**src/rtl/alu_pkg.sv**
```systemverilog
// Shared types for the execute/writeback stage: opcodes, FSM states and
// bit positions inside the packed flag register.
package alu_pkg;

   typedef enum logic [2:0] {
      OP_ADD = 3'd0,
      OP_SUB = 3'd1,
      OP_AND = 3'd2,
      OP_OR  = 3'd3,
      OP_XOR = 3'd4,
      OP_SHL = 3'd5,
      OP_SHR = 3'd6,
      OP_MUL = 3'd7
   } op_e;

   typedef enum logic [0:0] {
      IDLE = 1'b0,
      MUL  = 1'b1
   } state_e;

   localparam int FLAG_ZERO  = 0;
   localparam int FLAG_CARRY = 1;
   localparam int NUM_FLAGS  = 2;

endpackage

```
**src/rtl/mul_seq.sv**
```systemverilog
// Iterative shift-add multiplier: one partial product per cycle, DATA_WIDTH
// cycles after start. product_o is valid in the cycle done_o is high.
module mul_seq #(
   parameter int DATA_WIDTH = 16
) (
   input  logic                      clk,
   input  logic                      reset,
   input  logic                      start_i,
   input  logic [DATA_WIDTH-1:0]     a_i,
   input  logic [DATA_WIDTH-1:0]     b_i,
   output logic                      done_o,
   output logic [2*DATA_WIDTH-1:0]   product_o
);

   localparam int CNT_WIDTH = $clog2(DATA_WIDTH + 1);
   localparam logic [CNT_WIDTH-1:0] LAST_STEP = CNT_WIDTH'(DATA_WIDTH - 1);

   logic                    busy_q, busy_d;
   logic [2*DATA_WIDTH-1:0] mcand_q, mcand_d;
   logic [2*DATA_WIDTH-1:0] acc_q, acc_d;
   logic [DATA_WIDTH-1:0]   mplier_q, mplier_d;
   logic [CNT_WIDTH-1:0]    cnt_q, cnt_d;

   // The final step's sum is handed out combinationally so the stage can
   // register it on the same edge that would have stored it here.
   assign done_o    = busy_q && (cnt_q == LAST_STEP);
   assign product_o = acc_d;

   always_comb begin
      busy_d   = busy_q;
      mcand_d  = mcand_q;
      acc_d    = acc_q;
      mplier_d = mplier_q;
      cnt_d    = cnt_q;
      if (start_i) begin
         busy_d   = 1'b1;
         mcand_d  = {{DATA_WIDTH{1'b0}}, a_i};
         mplier_d = b_i;
         acc_d    = '0;
         cnt_d    = '0;
      end else if (busy_q) begin
         acc_d    = acc_q + (mplier_q[0] ? mcand_q : '0);
         mcand_d  = mcand_q << 1;
         mplier_d = mplier_q >> 1;
         cnt_d    = cnt_q + CNT_WIDTH'(1);
         busy_d   = !done_o;
      end
   end

   always_ff @(posedge clk) begin
      if (reset) begin
         busy_q   <= 1'b0;
         mcand_q  <= '0;
         acc_q    <= '0;
         mplier_q <= '0;
         cnt_q    <= '0;
      end else begin
         busy_q   <= busy_d;
         mcand_q  <= mcand_d;
         acc_q    <= acc_d;
         mplier_q <= mplier_d;
         cnt_q    <= cnt_d;
      end
   end

endmodule

```
**src/rtl/alu_wb_stage.sv**
```systemverilog
// Execute/writeback stage between the register file read ports and its write
// port; forwards its own pending writeback into the operands of the next op.
module alu_wb_stage
   import alu_pkg::*;
#(
   parameter int DATA_WIDTH = 16,
   parameter int NUM_REGS   = 8,
   parameter int ADR_WIDTH  = $clog2(NUM_REGS),
   parameter int SH_WIDTH   = $clog2(DATA_WIDTH)
) (
   input  logic                  clk,
   input  logic                  reset,
   input  logic                  valid_i,
   output logic                  ready_o,
   input  logic [2:0]            op_i,
   input  logic [ADR_WIDTH-1:0]  rs_addr_i,
   input  logic [ADR_WIDTH-1:0]  rd_addr_i,
   input  logic [ADR_WIDTH-1:0]  wa_i,
   input  logic [DATA_WIDTH-1:0] rs_val_i,
   input  logic [DATA_WIDTH-1:0] rd_val_i,
   output logic                  wen_o,
   output logic [ADR_WIDTH-1:0]  wa_o,
   output logic [DATA_WIDTH-1:0] write_data_o,
   output logic                  zero_o,
   output logic                  carry_o
);

   state_e                  state_q, state_d;
   logic                    wen_q, wen_d;
   logic [ADR_WIDTH-1:0]    wa_q, wa_d;
   logic [ADR_WIDTH-1:0]    mul_wa_q, mul_wa_d;
   logic [DATA_WIDTH-1:0]   wdata_q, wdata_d;
   logic [NUM_FLAGS-1:0]    flags_q, flags_d;

   op_e                     op;
   logic [DATA_WIDTH-1:0]   op_a, op_b, alu_res;
   logic [DATA_WIDTH:0]     add_sum;
   logic                    alu_carry;
   logic                    accept, mul_start, mul_done;
   logic [2*DATA_WIDTH-1:0] mul_product;

   assign op      = op_e'(op_i);
   assign ready_o = (state_q == IDLE) && !reset;
   assign accept  = valid_i && ready_o;
   assign add_sum = {1'b0, op_a} + {1'b0, op_b};

   // The register file writes at the end of the cycle, so a read of the
   // register being written right now still returns the old value.
   always_comb begin
      op_a = (wen_q && (wa_q == rs_addr_i)) ? wdata_q : rs_val_i;
      op_b = (wen_q && (wa_q == rd_addr_i)) ? wdata_q : rd_val_i;
   end

   always_comb begin
      alu_res   = '0;
      alu_carry = 1'b0;
      case (op)
         OP_ADD: begin
            alu_res   = add_sum[DATA_WIDTH-1:0];
            alu_carry = add_sum[DATA_WIDTH];
         end
         OP_SUB: begin
            alu_res   = op_a - op_b;
            alu_carry = (op_a >= op_b);
         end
         OP_AND:  alu_res = op_a & op_b;
         OP_OR:   alu_res = op_a | op_b;
         OP_XOR:  alu_res = op_a ^ op_b;
         OP_SHL:  alu_res = op_a << op_b[SH_WIDTH-1:0];
         OP_SHR:  alu_res = op_a >> op_b[SH_WIDTH-1:0];
         default: alu_res = '0;
      endcase
   end

   mul_seq #(
      .DATA_WIDTH (DATA_WIDTH)
   ) u_mul_seq (
      .clk       (clk),
      .reset     (reset),
      .start_i   (mul_start),
      .a_i       (op_a),
      .b_i       (op_b),
      .done_o    (mul_done),
      .product_o (mul_product)
   );

   always_comb begin
      state_d   = state_q;
      wen_d     = 1'b0;
      wa_d      = wa_q;
      wdata_d   = wdata_q;
      flags_d   = flags_q;
      mul_wa_d  = mul_wa_q;
      mul_start = 1'b0;
      case (state_q)
         IDLE: begin
            if (accept) begin
               if (op == OP_MUL) begin
                  mul_start = 1'b1;
                  mul_wa_d  = wa_i;
                  state_d   = MUL;
               end else begin
                  wen_d                = 1'b1;
                  wa_d                 = wa_i;
                  wdata_d              = alu_res;
                  flags_d[FLAG_ZERO]   = (alu_res == '0);
                  flags_d[FLAG_CARRY]  = alu_carry;
               end
            end
         end
         MUL: begin
            if (mul_done) begin
               wen_d               = 1'b1;
               wa_d                = mul_wa_q;
               wdata_d             = mul_product[DATA_WIDTH-1:0];
               flags_d[FLAG_ZERO]  = (mul_product[DATA_WIDTH-1:0] == '0);
               flags_d[FLAG_CARRY] = |mul_product[2*DATA_WIDTH-1:DATA_WIDTH];
               state_d             = IDLE;
            end
         end
         default: state_d = IDLE;
      endcase
   end

   always_ff @(posedge clk) begin
      if (reset) begin
         state_q  <= IDLE;
         wen_q    <= 1'b0;
         wa_q     <= '0;
         wdata_q  <= '0;
         flags_q  <= '0;
         mul_wa_q <= '0;
      end else begin
         state_q  <= state_d;
         wen_q    <= wen_d;
         wa_q     <= wa_d;
         wdata_q  <= wdata_d;
         flags_q  <= flags_d;
         mul_wa_q <= mul_wa_d;
      end
   end

   assign wen_o        = wen_q;
   assign wa_o         = wa_q;
   assign write_data_o = wdata_q;
   assign zero_o       = flags_q[FLAG_ZERO];
   assign carry_o      = flags_q[FLAG_CARRY];

endmodule

```
**config.mk**
```make
export PLATFORM = sky130hd
export DESIGN_NAME = alu_wb_stage
export DESIGN_NICKNAME = d
export VERILOG_FILES = /design/src/rtl/alu_pkg.sv /design/src/rtl/mul_seq.sv /design/src/rtl/alu_wb_stage.sv
export SDC_FILE = /design/constraint.sdc
export NUM_CORES = 1
export LEC_CHECK = 0
export BUFFER_PORTS_ARGS = -buffer_cell sky130_fd_sc_hd__buf_4
export CAP_MARGIN = 20
export CORE_MARGIN = 2
export CORE_UTILIZATION = 42
export DETAILED_ROUTE_END_ITERATION = 16
export GPL_ROUTABILITY_DRIVEN = 0
export PLACE_DENSITY = 0.64
export SETUP_SLACK_MARGIN = 0.3
export SLEW_MARGIN = 5
export SYNTH_ARGS = -nofsm -noshare
export SYNTH_HDL_FRONTEND = slang
export SYNTH_SLANG_ARGS = --single-unit
```
**constraint.sdc**
```tcl
create_clock -name clk -period 5.4 [get_ports clk]
set_input_delay 0.54 -clock clk [delete_from_list [all_inputs] [get_ports clk]]
set_output_delay 0.54 -clock clk [all_outputs]
set_load 0.01 [all_outputs]
```
==> impl_metrics.json <==
{
  "hold_class": "input port to flop",
  "cts_buffers": 9,
  "cts_root_buf": "clkbuf_16",
  "ys_seq_area_frac": 0.210,
  "slowest_delay_ns": 0.47,
  "route.detailed.drc": 0,
  "final_antenna_net_count": 0,
  "dr.pass1.iters": 5,
  "synth_cell_types": 80,
  "path_depth": 15,
  "initial_core_util": 0.426,
  "drive_gt1_frac": 0.125,
  "netlist_instances": 1388,
  "synth_edf_count": 0,
  "clk_latency_ns": 0.37,
  "clk_pin_slew_worst_paths_ns": 0.09,
  "drv_slew": 0,
  "synthArstFlopShare": 0,
  "dpl.hpwl_um": 27500,
  "synthesis.nets": 1522,
  "grt_usage": 0.272,
  "io_pins": 70,
  "yosysTopAreaCellShare": 0.210,
  "syn_area_um2": 10700,
  "fin_util": 0.473,
  "max_freq_ghz": 0.208,
  "ff_latch_area_um2": 2250,
  "dp_cells": 1725,
  "max-vdd-ir-drop_mv": 0.130,
  "synth_warnings": 0,
  "path_delay_family": "compound AO/OA/AOI/OAI gates",
  "hold_viol": 0,
  "finalSetupViolCount": 0,
  "whs_path_depth": 3,
  "synth_common_cells": "nor2_1 (169), nand2_1 (123), dfxtp_1 (112)",
  "ctsHoldBuffers": 0,
  "crit_required_ns": 5.69,
  "r2r_cells": 15,
  "fill_cells": 2533,
  "die_area_um2": 26700,
  "grt_max_degree": 84,
  "via_per_inst": 6.22,
  "critPathMaxFanout": 12,
  "vias": 10800,
  "final_cells": 1745,
  "synthFlopType": "dfxtp_1",
  "grt_first_pass_wirelength_um": 56900,
  "cts_num_sinks": 112,
  "status": "finished clean",
  "rows": 58,
  "htreeDepth": 3,
  "finalWorstSetupSlack_ns": 0.587,
  "cap_violations": 0,
  "drt_iter0_drc": 1237,
  "timing.setup.tns_ns": 0,
  "finClkSkew_ns": 0.0148,
  "gr-total-overflow": 0,
  "min_period_ns": 4.81,
  "yosysMostFrequentCell": "nor2_1",
  "cp_num_buf_inv": 1,
  "synth.area.top_cells": "dfxtp_1 (21%), ha_1 (9.9%), mux2i_1 (9.8%), nor2_1 (5.9%), a211oi_1 (4.4%)",
  "crit_type": "flop to flop",
  "multiInputGateArea_um2": 7910,
  "nNetsFinal": 1544,
  "slew_headroom": 0.250,
  "postSynthAreaPerCell_um2": 7.70,
  "die_h_um": 164,
  "wl_um": 36700,
  "wl_per_cell_um": 21.1,
  "clock_path_buffers": 2,
  "cp.arrival_ns": 5.10,
  "portBuffers": 69,
  "antenna_found_initial": 0,
  "p_leak_uw": 0.00498,
  "power_density_nw_per_um2": 187,
  "slowest_stage": "a221oi_1",
  "core-area_um2": 25100,
  "yosysTopAreaCell": "dfxtp_1",
  "power_uw": 2210,
  "grt_pass1_vias": 10200,
  "cts_tree": "built",
  "period_share": 0.891,
  "pre_cts_slack_ns": 0.217,
  "areaGrowthSynthToFinish_pct": 11.0,
  "cp_cell_sequence": "xnor2_1 > nand4_4 > mux2i_2 > inv_1 > ha_1 > nor2_1 > a221o_1 > a221o_1 > a221oi_1 > o31ai_1 > a221o_1 > xnor2_1 > o221ai_1 > or3_1 > o22ai_2",
  "antennaDiodeCount": 0,
  "die_w_um": 164,
  "cpMostUsedCell": "a221o_1",
  "worstSetupStartpointType": "flop",
  "rsz0062_at_grt": "no",
  "worstMarginPinSlew_ns": 1.12,
  "cp-end-kind": "flop",
  "ys_ff_latch": 112
}
-- metrics by stage --
stage,hold WS [ns],cell area [um2]
finish,0.413,11900
floorplan,0.436,10700
detailed placement,0.446,11500
global route,0.440,11900
global placement,0.443,11500
CTS,0.411,11800
-- cell families (layout without fill, tap and decap cells) --
logic type / after synthesis / in the layout / share of synthesized area
AOI/OAI and AO/OA: 374 / 374 / 0.239
and+or+nand+nor: 488 / 488 / 0.217
muxes: 141 / 141 / 0.144
DFF: 112 / 112 / 0.210
adders and majority gates: 87 / 87 / 0.103
buffers and inverters: 146 / 173 / 0.0547
xor gates and xnor gates: 40 / 40 / 0.0328
-- flip-flops by register name, indices dropped and copies added (netlist names) --
signal	flops
u_mul_seq.acc_q	32
wa_o	3
flags_q	2
write_data_o	16
wen_o	1
u_mul_seq.cnt_q	5
u_mul_seq.mplier_q	16
state_q	1
mul_wa_q	3
u_mul_seq.mcand_q	32
u_mul_seq.busy_q	1
-- area by class of cell --
type,count,share of cell area
multi-input cells,1130,0.667
flip-flops and latches,112,0.189
repair buffers,99,0.0637
well taps,330,0.0348
clock buffers,9,0.0190
inverters,58,0.0188
clock inverters,7,0.00770
-- worst paths after layout --
path	startpoint	endpoint	slack, ns
max	wa_o[0]$_SDFFE_PP0P_	flags_q[0]$_SDFFE_PP0P_	0.59
min	wa_i[0]	mul_wa_q[0]$_SDFFE_PP0P_	0.41
max reg2reg	wa_o[0]$_SDFFE_PP0P_	flags_q[0]$_SDFFE_PP0P_	0.59
min reg2reg	mul_wa_q[2]$_SDFFE_PP0P_	mul_wa_q[2]$_SDFFE_PP0P_	0.46
-- timing repair --
action	CTS	global route
gates resized for setup	0	6
setup buffers	0	4
endpoints found under the setup margin	0	4
-- power by group --
part / leakage, uW / switching [uW] / internal, uW / total (uW)
sequential: 0.000906 / 22.0 / 841 / 863
combinational: 0.00392 / 391 / 233 / 624
clock: 0.000150 / 357 / 371 / 728
total: 0.00498 / 770 / 1440 / 2210
-- worst register-to-register path, cell delays in order (launching register included) --
cell      delay (ns)
dfxtp_1         0.37
xnor2_1         0.27
nand4_4         0.40
mux2i_2         0.45
inv_1           0.08
ha_1            0.46
nor2_1          0.08
a221o_1         0.41
a221o_1         0.34
a221oi_1        0.47
o31ai_1         0.17
a221o_1         0.36
xnor2_1         0.17
o221ai_1        0.17
or3_1           0.43
o22ai_2         0.10
-- per-layer routing --
metal,GRT usage,up-vias,share of wire
li1,-,5099,-
met1,0.357,5096,0.42
met2,0.430,547,0.45
met3,0.0543,106,0.087
met4,0.122,0,0.040
met5,0,-,0
-- layout by cell type, fill, tap and decap left out, drive strengths merged, types with 6 or more instances in the layout --
| cell type | count |
|---|---|
| a211oi | 63 |
| a21o | 18 |
| a21oi | 90 |
| a221oi | 8 |
| a22oi | 9 |
| a31o | 6 |
| a31oi | 19 |
| and2 | 37 |
| and3 | 18 |
| buf | 99 |
| clkbuf | 9 |
| dfxtp | 112 |
| ha | 85 |
| inv | 58 |
| mux2 | 26 |
| mux2i | 109 |
| mux4 | 6 |
| nand2 | 123 |
| nand2b | 11 |
| nand3 | 27 |
| nand4 | 11 |
| nor2 | 169 |
| nor2b | 22 |
| nor3 | 31 |
| o211ai | 24 |
| o21a | 7 |
| o21ai | 47 |
| o21bai | 7 |
| o22ai | 7 |
| o311ai | 7 |
| o31ai | 11 |
| or2 | 6 |
| or3 | 12 |
| xnor2 | 30 |
| xor2 | 10 |
Note: power is estimated with default switching activity, not from simulation.
